--- src/rtl/data_wkup_buf.sv ---
// Single-entry operand buffer between IQ select and execute: captures operands at issue,
// merges fixed-latency wakeup results on their arrival cycle, and hands off via valid/ready.
module data_wkup_buf #(
  parameter int REG_COUNT            = 2,
  parameter int WKUP_COUNT           = 2,
  parameter int DATA_W               = 32,
  parameter int MAX_LAT              = 3,
  parameter int WKUP_LAT [WKUP_COUNT] = '{1, 2}
) (
  input  logic                           clk,
  input  logic                           rst,
  input  logic                           flush,
  input  logic                           issue_valid_i,
  output logic                           issue_ready_o,
  input  logic [REG_COUNT*DATA_W-1:0]    data_i,
  input  logic [REG_COUNT*WKUP_COUNT-1:0] wkup_hit_i,
  input  logic [WKUP_COUNT*DATA_W-1:0]   wkup_data_i,
  output logic                           valid_o,
  input  logic                           ready_i,
  output logic [REG_COUNT*DATA_W-1:0]    real_data_o,
  output logic [REG_COUNT-1:0]           pending_o
);

  localparam int CW = $clog2(MAX_LAT + 1);
  localparam int SW = (WKUP_COUNT > 1) ? $clog2(WKUP_COUNT) : 1;

  typedef enum logic [1:0] {ST_EMPTY, ST_WAIT, ST_FULL} state_e;

  for (genvar g = 0; g < WKUP_COUNT; g++) begin : g_lat_chk
    if (WKUP_LAT[g] < 1 || WKUP_LAT[g] > MAX_LAT) begin : g_bad_lat
      $error("data_wkup_buf: WKUP_LAT[%0d]=%0d outside 1..%0d", g, WKUP_LAT[g], MAX_LAT);
    end
  end

  state_e                 state_q, state_d;
  logic [DATA_W-1:0]      data_q [REG_COUNT];
  logic [DATA_W-1:0]      data_d [REG_COUNT];
  logic [CW-1:0]          cnt_q  [REG_COUNT];
  logic [CW-1:0]          cnt_d  [REG_COUNT];
  logic [SW-1:0]          src_q  [REG_COUNT];
  logic [SW-1:0]          src_d  [REG_COUNT];
  logic [REG_COUNT-1:0]   pend_q, pend_d;

  logic [REG_COUNT-1:0]   arriving;
  logic [DATA_W-1:0]      wdata [REG_COUNT];
  logic                   held, acc, consume;

  // Output side: same-cycle bypass of the arriving wakeup bus into real_data_o.
  always_comb begin
    // NOTE: every combinational output gets a default first so no path can infer a latch.
    arriving    = '0;
    pending_o   = '0;
    real_data_o = '0;
    for (int i = 0; i < REG_COUNT; i++) begin
      wdata[i] = '0;
      for (int j = 0; j < WKUP_COUNT; j++) begin
        if (src_q[i] == SW'(j)) wdata[i] = wkup_data_i[j*DATA_W +: DATA_W];
      end
      arriving[i]  = pend_q[i] && (cnt_q[i] == CW'(1));
      pending_o[i] = pend_q[i] & ~arriving[i];
      real_data_o[i*DATA_W +: DATA_W] = arriving[i] ? wdata[i] : data_q[i];
    end
    held          = (state_q != ST_EMPTY);
    valid_o       = held & ~(|pending_o);
    consume       = valid_o & ready_i;
    issue_ready_o = ~held | consume;
    acc           = issue_valid_i & issue_ready_o;
  end

  always_comb begin
    state_d = state_q;
    pend_d  = pend_q;
    for (int i = 0; i < REG_COUNT; i++) begin
      data_d[i] = data_q[i];
      cnt_d[i]  = cnt_q[i];
      src_d[i]  = src_q[i];
      if (arriving[i]) begin
        data_d[i] = wdata[i];
        pend_d[i] = 1'b0;
      end else if (pend_q[i]) begin
        cnt_d[i] = cnt_q[i] - CW'(1);
      end
    end

    if (acc) begin
      for (int i = 0; i < REG_COUNT; i++) begin
        data_d[i] = data_i[i*DATA_W +: DATA_W];
        pend_d[i] = 1'b0;
        cnt_d[i]  = '0;
        src_d[i]  = '0;
        // Descending scan so the lowest set hit bit is the one that sticks.
        for (int j = WKUP_COUNT - 1; j >= 0; j--) begin
          if (wkup_hit_i[i*WKUP_COUNT + j]) begin
            pend_d[i] = 1'b1;
            src_d[i]  = SW'(j);
            cnt_d[i]  = CW'(WKUP_LAT[j]);
          end
        end
      end
      state_d = (|pend_d) ? ST_WAIT : ST_FULL;
    end else if (consume) begin
      state_d = ST_EMPTY;
    end else if (held) begin
      state_d = (|pend_d) ? ST_WAIT : ST_FULL;
    end

    if (flush) begin
      state_d = ST_EMPTY;
      pend_d  = '0;
      for (int i = 0; i < REG_COUNT; i++) begin
        data_d[i] = '0;
        cnt_d[i]  = '0;
        src_d[i]  = '0;
      end
    end
  end

  always_ff @(posedge clk or posedge rst) begin
    if (rst) begin
      state_q <= ST_EMPTY;
      pend_q  <= '0;
      // NOTE: the data array is reset because real_data_o must read zero out of reset.
      for (int i = 0; i < REG_COUNT; i++) begin
        data_q[i] <= '0;
        cnt_q[i]  <= '0;
        src_q[i]  <= '0;
      end
    end else begin
      // NOTE: non-blocking assignments so every flop samples the pre-edge value of its _d.
      state_q <= state_d;
      pend_q  <= pend_d;
      for (int i = 0; i < REG_COUNT; i++) begin
        data_q[i] <= data_d[i];
        cnt_q[i]  <= cnt_d[i];
        src_q[i]  <= src_d[i];
      end
    end
  end

endmodule

--- config.mk ---
export PLATFORM = sky130hd
export DESIGN_NAME = data_wkup_buf
export DESIGN_NICKNAME = d
export VERILOG_FILES = /design/src/rtl/data_wkup_buf.sv
export SDC_FILE = /design/constraint.sdc
export NUM_CORES = 1
export LEC_CHECK = 0
export CAP_MARGIN = 30
export CORE_ASPECT_RATIO = 0.8
export CORE_UTILIZATION = 35
export DETAILED_ROUTE_END_ITERATION = 16
export HOLD_SLACK_MARGIN = 0.02
export PLACE_DENSITY = 0.68
export RECOVER_POWER = 100
export SLEW_MARGIN = 10
export SYNTH_ARGS = -nofsm -noshare
export SYNTH_HDL_FRONTEND = slang
export SYNTH_SLANG_ARGS = --single-unit
export TNS_END_PERCENT = 100
--- constraint.sdc ---
create_clock -name clk -period 3.5 [get_ports clk]
set_clock_uncertainty 0.1 [all_clocks]
set_input_delay 0.875 -clock clk [delete_from_list [all_inputs] [get_ports clk]]
set_output_delay 0.875 -clock clk [all_outputs]
set_load 0.1 [all_outputs]
# ---- After elaboration in Yosys (flattened, before gate mapping)
# Cells that the tools add are included.
dict set report totals {
  register_bits 74
  latchBits 0
  ram_bits 0
  rom_bits 0
  input_bits 137
  output_inout_bits 68
  n_memories 0
}
dict set report op_classes {
  addsub 2
  mul 0
  n_div 0
  n_lt_le_gt_ge 0
  n_eq_ne 4
  shifts 0
  n_mux 36
  bitwise_logic 10
  reduce_logical 12
}
# op n
set op_table {}
lappend op_table {{$mux W32} 4}
lappend op_table {{$mux W64} 2}
lappend op_table {{$mux W2} 18}
lappend op_table {{$mux W1} 10}
lappend op_table {{$mux W4} 2}
lappend op_table {{$ne A3 B2 Y1 const B} 2}
lappend op_table {{$reduce_bool A3 Y1} 2}
lappend op_table {{$reduce_or A2 Y1} 3}
lappend op_table {{$and A1 B1 Y1} 5}
lappend op_table {{$eq A2 B1 Y1 const B} 2}
lappend op_table {{$not A1 Y1} 4}
lappend op_table {{$reduce_and A2 Y1} 2}
lappend op_table {{$reduce_bool A2 Y1} 2}
lappend op_table {{$reduce_bool A4 Y1} 1}
lappend op_table {{$sub A2 B1 Y2 const B} 2}
lappend op_table {{$logic_and A1 B1 Y1} 2}
lappend op_table {{$or A1 B1 Y1} 1}

# ---- Logic depth before layout (Yosys ltp)
dict set report depth {
  ltp_word 15
  ltp_mapped 9
  ltp_nobuf 6
}

# ---- Worst setup path before layout
# OpenSTA, ideal clock, no wires.
dict set report synth_path {
  path_kind {register -> output}
  startpoint {reg cnt_q[1] in the netlist's numbering}
  endpoint {out valid_o}
  arrival_time_ps 3055
  setup_slack_ps -530
  stages_incl_launch_ff 6
  path_buffers 1
  path_cell_list {dfrtp_1 inv_1 ha_1 nor2b_1 buf_2 nor3_1}
}
dict set report synth_via {
  elab_chain_len 7
}
# element line
set synth_lines {}
lappend synth_lines {{from (decl)} 38} ;# logic [CW-1:0] cnt_q [REG_COUNT];
lappend synth_lines {{from (signal, indexed assignment)} 134} ;# cnt_q[i] <= cnt_d[i];
lappend synth_lines {{$eq A2 B1 Y1} 59} ;# arriving[i] = pend_q[i] && (cnt_q[i] == CW'(1));
lappend synth_lines {{$logic_and A1 B1 Y1} 59}
lappend synth_lines {{$not A1 Y1} 60} ;# pending_o[i] = pend_q[i] & ~arriving[i];
lappend synth_lines {{$and A1 B1 Y1} 60}
lappend synth_lines {{via pending_o[1]} 21} ;# output logic [REG_COUNT-1:0] pending_o
lappend synth_lines {{$reduce_or A2 Y1} 64} ;# valid_o = held & ~(|pending_o);
lappend synth_lines {{$not A1 Y1} 64}
lappend synth_lines {{$and A1 B1 Y1} 64}
lappend synth_lines {{to (decl)} 18} ;# output logic valid_o,
# The timed path passes the listed nets, and every way through them passes these cells.

# ---- Final worst setup path
dict set report layout_path {
  startpoint {reg src_q[0] in the netlist's numbering}
  endpoint {out real_data_o[60]}
}
dict set report layout_via {
  elab_chain_len 2
}
# element line
set layout_lines {}
lappend layout_lines {{from (decl)} 40} ;# logic [SW-1:0] src_q [REG_COUNT];
lappend layout_lines {{from (signal, indexed assignment)} 135} ;# src_q[i] <= src_d[i];
lappend layout_lines {{$mux W32} 57} ;# if (src_q[i] == SW'(j)) wdata[i] = wkup_data_i[j*DATA_W +: DATA_W];
lappend layout_lines {{$mux W32} --}
lappend layout_lines {{to (decl)} 20} ;# output logic [REG_COUNT*DATA_W-1:0] real_data_o,
# No other way between the ends.

==> impl_metrics.json <==
{
  "filler_cell_count": 1105,
  "floorplan.die.width_microns": 132,
  "die-area_sq_um": 14000,
  "timing.critical_path.fanout_max": 15,
  "synth_edf_count": 0,
  "drt-vias-per-instance": 5.38,
  "antenna_found_initial": 0,
  "cts_hold_fix_bufs": 0,
  "final-hold-violation-count": 0,
  "route.detailed.drc": 0,
  "setup.worst_path.class": "flip-flop to primary output",
  "timing_worst_slew_pin_value_ns": 1.79,
  "worst_setup_path_start_kind": "flip-flop",
  "irDropWorstVdd_v": 0.000286,
  "start_util_pct": 36.4,
  "floorplan.core_area_sq_um": 13000,
  "layout.nets": 876,
  "numCtsBuffers": 9,
  "clock-root-buffer": "clkbuf_16",
  "io-pin-count": 205,
  "clock_path_buffers": 2,
  "ys_seq_area_share_pct": 39.1,
  "detailed_place.area_sq_um": 7580,
  "cts-resized-gates": 0,
  "max_cap_violations": 1,
  "dr.first_iter.drc_count": 295,
  "power_leakage_nw": 3.03,
  "grt_overflow": 0,
  "detail_route.wl_per_cell_microns": 16.9,
  "slew_viols_final": 38,
  "hold_ws_ns": 0.494,
  "ant_nets_after_route": 0,
  "synth_area_per_cell_sq_um": 8.44,
  "reg2reg_setup_slack_ns": 0.51,
  "detailedPlace.worstSlack_ns": 0.363,
  "cts_num_sinks": 74,
  "synth.lib_cells_used.distinct": 26,
  "async_flop_share_pct": 100,
  "grt_setup_unrepaired": "no",
  "crit_arrival_ns": 2.32,
  "ys.flop_type": "dfrtp_1",
  "fmax_ghz": 0.303,
  "setup_tns_ns": 0,
  "status": "finished, violations left",
  "cts-htree-levels": 3,
  "grt_pass1_wl_mm": 24.8,
  "tritoncts": "yes",
  "rows": 37,
  "crit_path_max_incr_delay_ns": 0.58,
  "setup_violations_final": 0,
  "timing.critical_path.slowest_stage_cell": "dfrtp_2",
  "num_antenna_cells": 0,
  "grt_pass1_vias": 4763,
  "postLayoutSetupSlackWorst_ns": 0.202,
  "failed_checks": "capacitance limit, slew limit",
  "port-buffer-count": 204,
  "dp_hpwl_mm": 11.3,
  "ys_warn_count": 0,
  "crit_chain": "clkbuf_2 > mux2i_1 > a21oi_1 > clkbuf_2",
  "synth_area_sq_um": 4740,
  "synth.ff_latch_count": 74,
  "fp.dieH_microns": 106,
  "fraction_of_layout_cells_with_a_size_suffix_above_1_pct": 14.3,
  "final_cell_area_sq_um": 7390,
  "finalCriticalPeriod_ns": 3.30,
  "cpMostUsedCell": "clkbuf_2",
  "cts.repair_timing.setup_buffer_count": 0,
  "hold_path_class": "flip-flop to flip-flop",
  "post_synthesis_net_count": 700,
  "worst_relative_slew_slack_pct": -19.6,
  "finalWirelength_mm": 15.5,
  "critical_path_required_ns": 2.52,
  "detail_route.first_pass.iterations": 4,
  "dr_total_vias": 4932,
  "grt_start_max_net_pins": 68,
  "period_share_pct": 94.2,
  "layout-area-overhead-vs-synth_pct": 56.1,
  "clock_latency_reported_for_the_late_side_of_the_worst_skew_pair_ns": 0.33,
  "groute.usage.overall_pct": 22.4,
  "syn_inst": 561,
  "critPathCaptureType": "primary output",
  "p_per_area_nw_per_um2": 550,
  "path_clk_slew_ns": 0.06,
  "globalplace.congestion": 0.819
}
[layer usage]
layer,global-route usage [%],vias up,wire length [microns]
met5,0,-,0
met4,6.15,0,202
met3,7.68,13,1330
met2,36.2,192,7080
met1,28.5,2377,6870
li1,-,2350,-
[final cells by class]
class                   instances  area, sq um  share of cell area (%)
well taps                     175          219                    2.96
inverters                       3         11.3                   0.152
clock inverters                 4         72.6                   0.982
flip-flops and latches         74         1850                    25.1
repair buffers                219         2340                    31.7
multi-input cells             430         2630                    35.6
clock buffers                  12          267                    3.60
[path summary, 6_finish.rpt]
kind                           from         endpoint  depth (start not counted)
min in group asynchronous       rst       data_q[54]                          3
max reg2reg                cnt_q[1]        data_q[5]                          8
min reg2reg                cnt_q[2]         cnt_q[2]                          2
min                        cnt_q[2]         cnt_q[2]                          2
max in group asynchronous       rst       data_q[34]                          3
max                        src_q[0]  real_data_o[60]                          4
[critical path, delay by kind of cell, from the launching register on]
kind            cells  cell delay, ns
buf+inv             2            1.03
flops               1            0.58
compound gates      1            0.18
mux                 1            0.18
[state kept, by name, indices dropped and copies added, names as in the netlist]
register / flops
cnt_q: 4
src_q: 2
data_q: 64
state_q: 2
pend_q: 2
[through the flow]
stage                     utilization, %  power (mW)  std cells
after floorplan                        -        2.42        561
after detailed placement            58.3        3.27        901
final                               56.8        4.07        917
after CTS                           60.9        4.33        917
after global placement              58.3        3.24        901
after global routing                56.8        4.24        917
[cell families (layout without fill, tap and decap cells)]
group / Yosys count / in the layout / synth area share (%)
AOI/OAI and AO/OA: 206 / 206 / 27.6
xor gates and xnor gates: 2 / 2 / 0.370
adders and majority gates: 2 / 2 / 0.528
buffers and inverters: 57 / 238 / 5.60
DFF: 74 / 74 / 39.1
muxes: 66 / 66 / 14.0
and+or+nand+nor: 154 / 154 / 12.8
[cell usage after synthesis, types with 3 or more instances]
cell type / instances / area [sq um]
a21oi_1: 133 / 666
inv_1: 3 / 11.3
dfrtp_1: 74 / 1850
nand3b_1: 3 / 22.5
buf_2: 17 / 85.1
clkbuf_1: 28 / 105
a211o_1: 64 / 561
mux2i_1: 64 / 641
nor2_1: 74 / 278
a211oi_1: 4 / 30.0
buf_4: 6 / 45.0
nand2_1: 70 / 263
[layout by cell type, fill, tap and decap left out, types with 3 or more instances in the layout]
cell type and n:
buf_4 4, nand2_1 70, dfrtp_1 72, a211o_1 64, buf_12 37, clkbuf_4 3, clkbuf_8 3, buf_2 3
a21oi_1 133, nor2_1 74, inv_1 3, clkbuf_1 3, clkbuf_2 34, mux2i_1 64, clkbuf_16 9, nand3b_1 3
clkdlybuf4s50_1 133, a211oi_1 4
[where the power goes]
| part | switching, mW | total [mW] | internal (mW) |
|---|---|---|---|
| Clock | 0.355 | 1.04 | 0.681 |
| Sequential | 0.0353 | 0.976 | 0.941 |
| Combinational | 1.42 | 2.06 | 0.632 |
(Power assumes the default switching activity.)
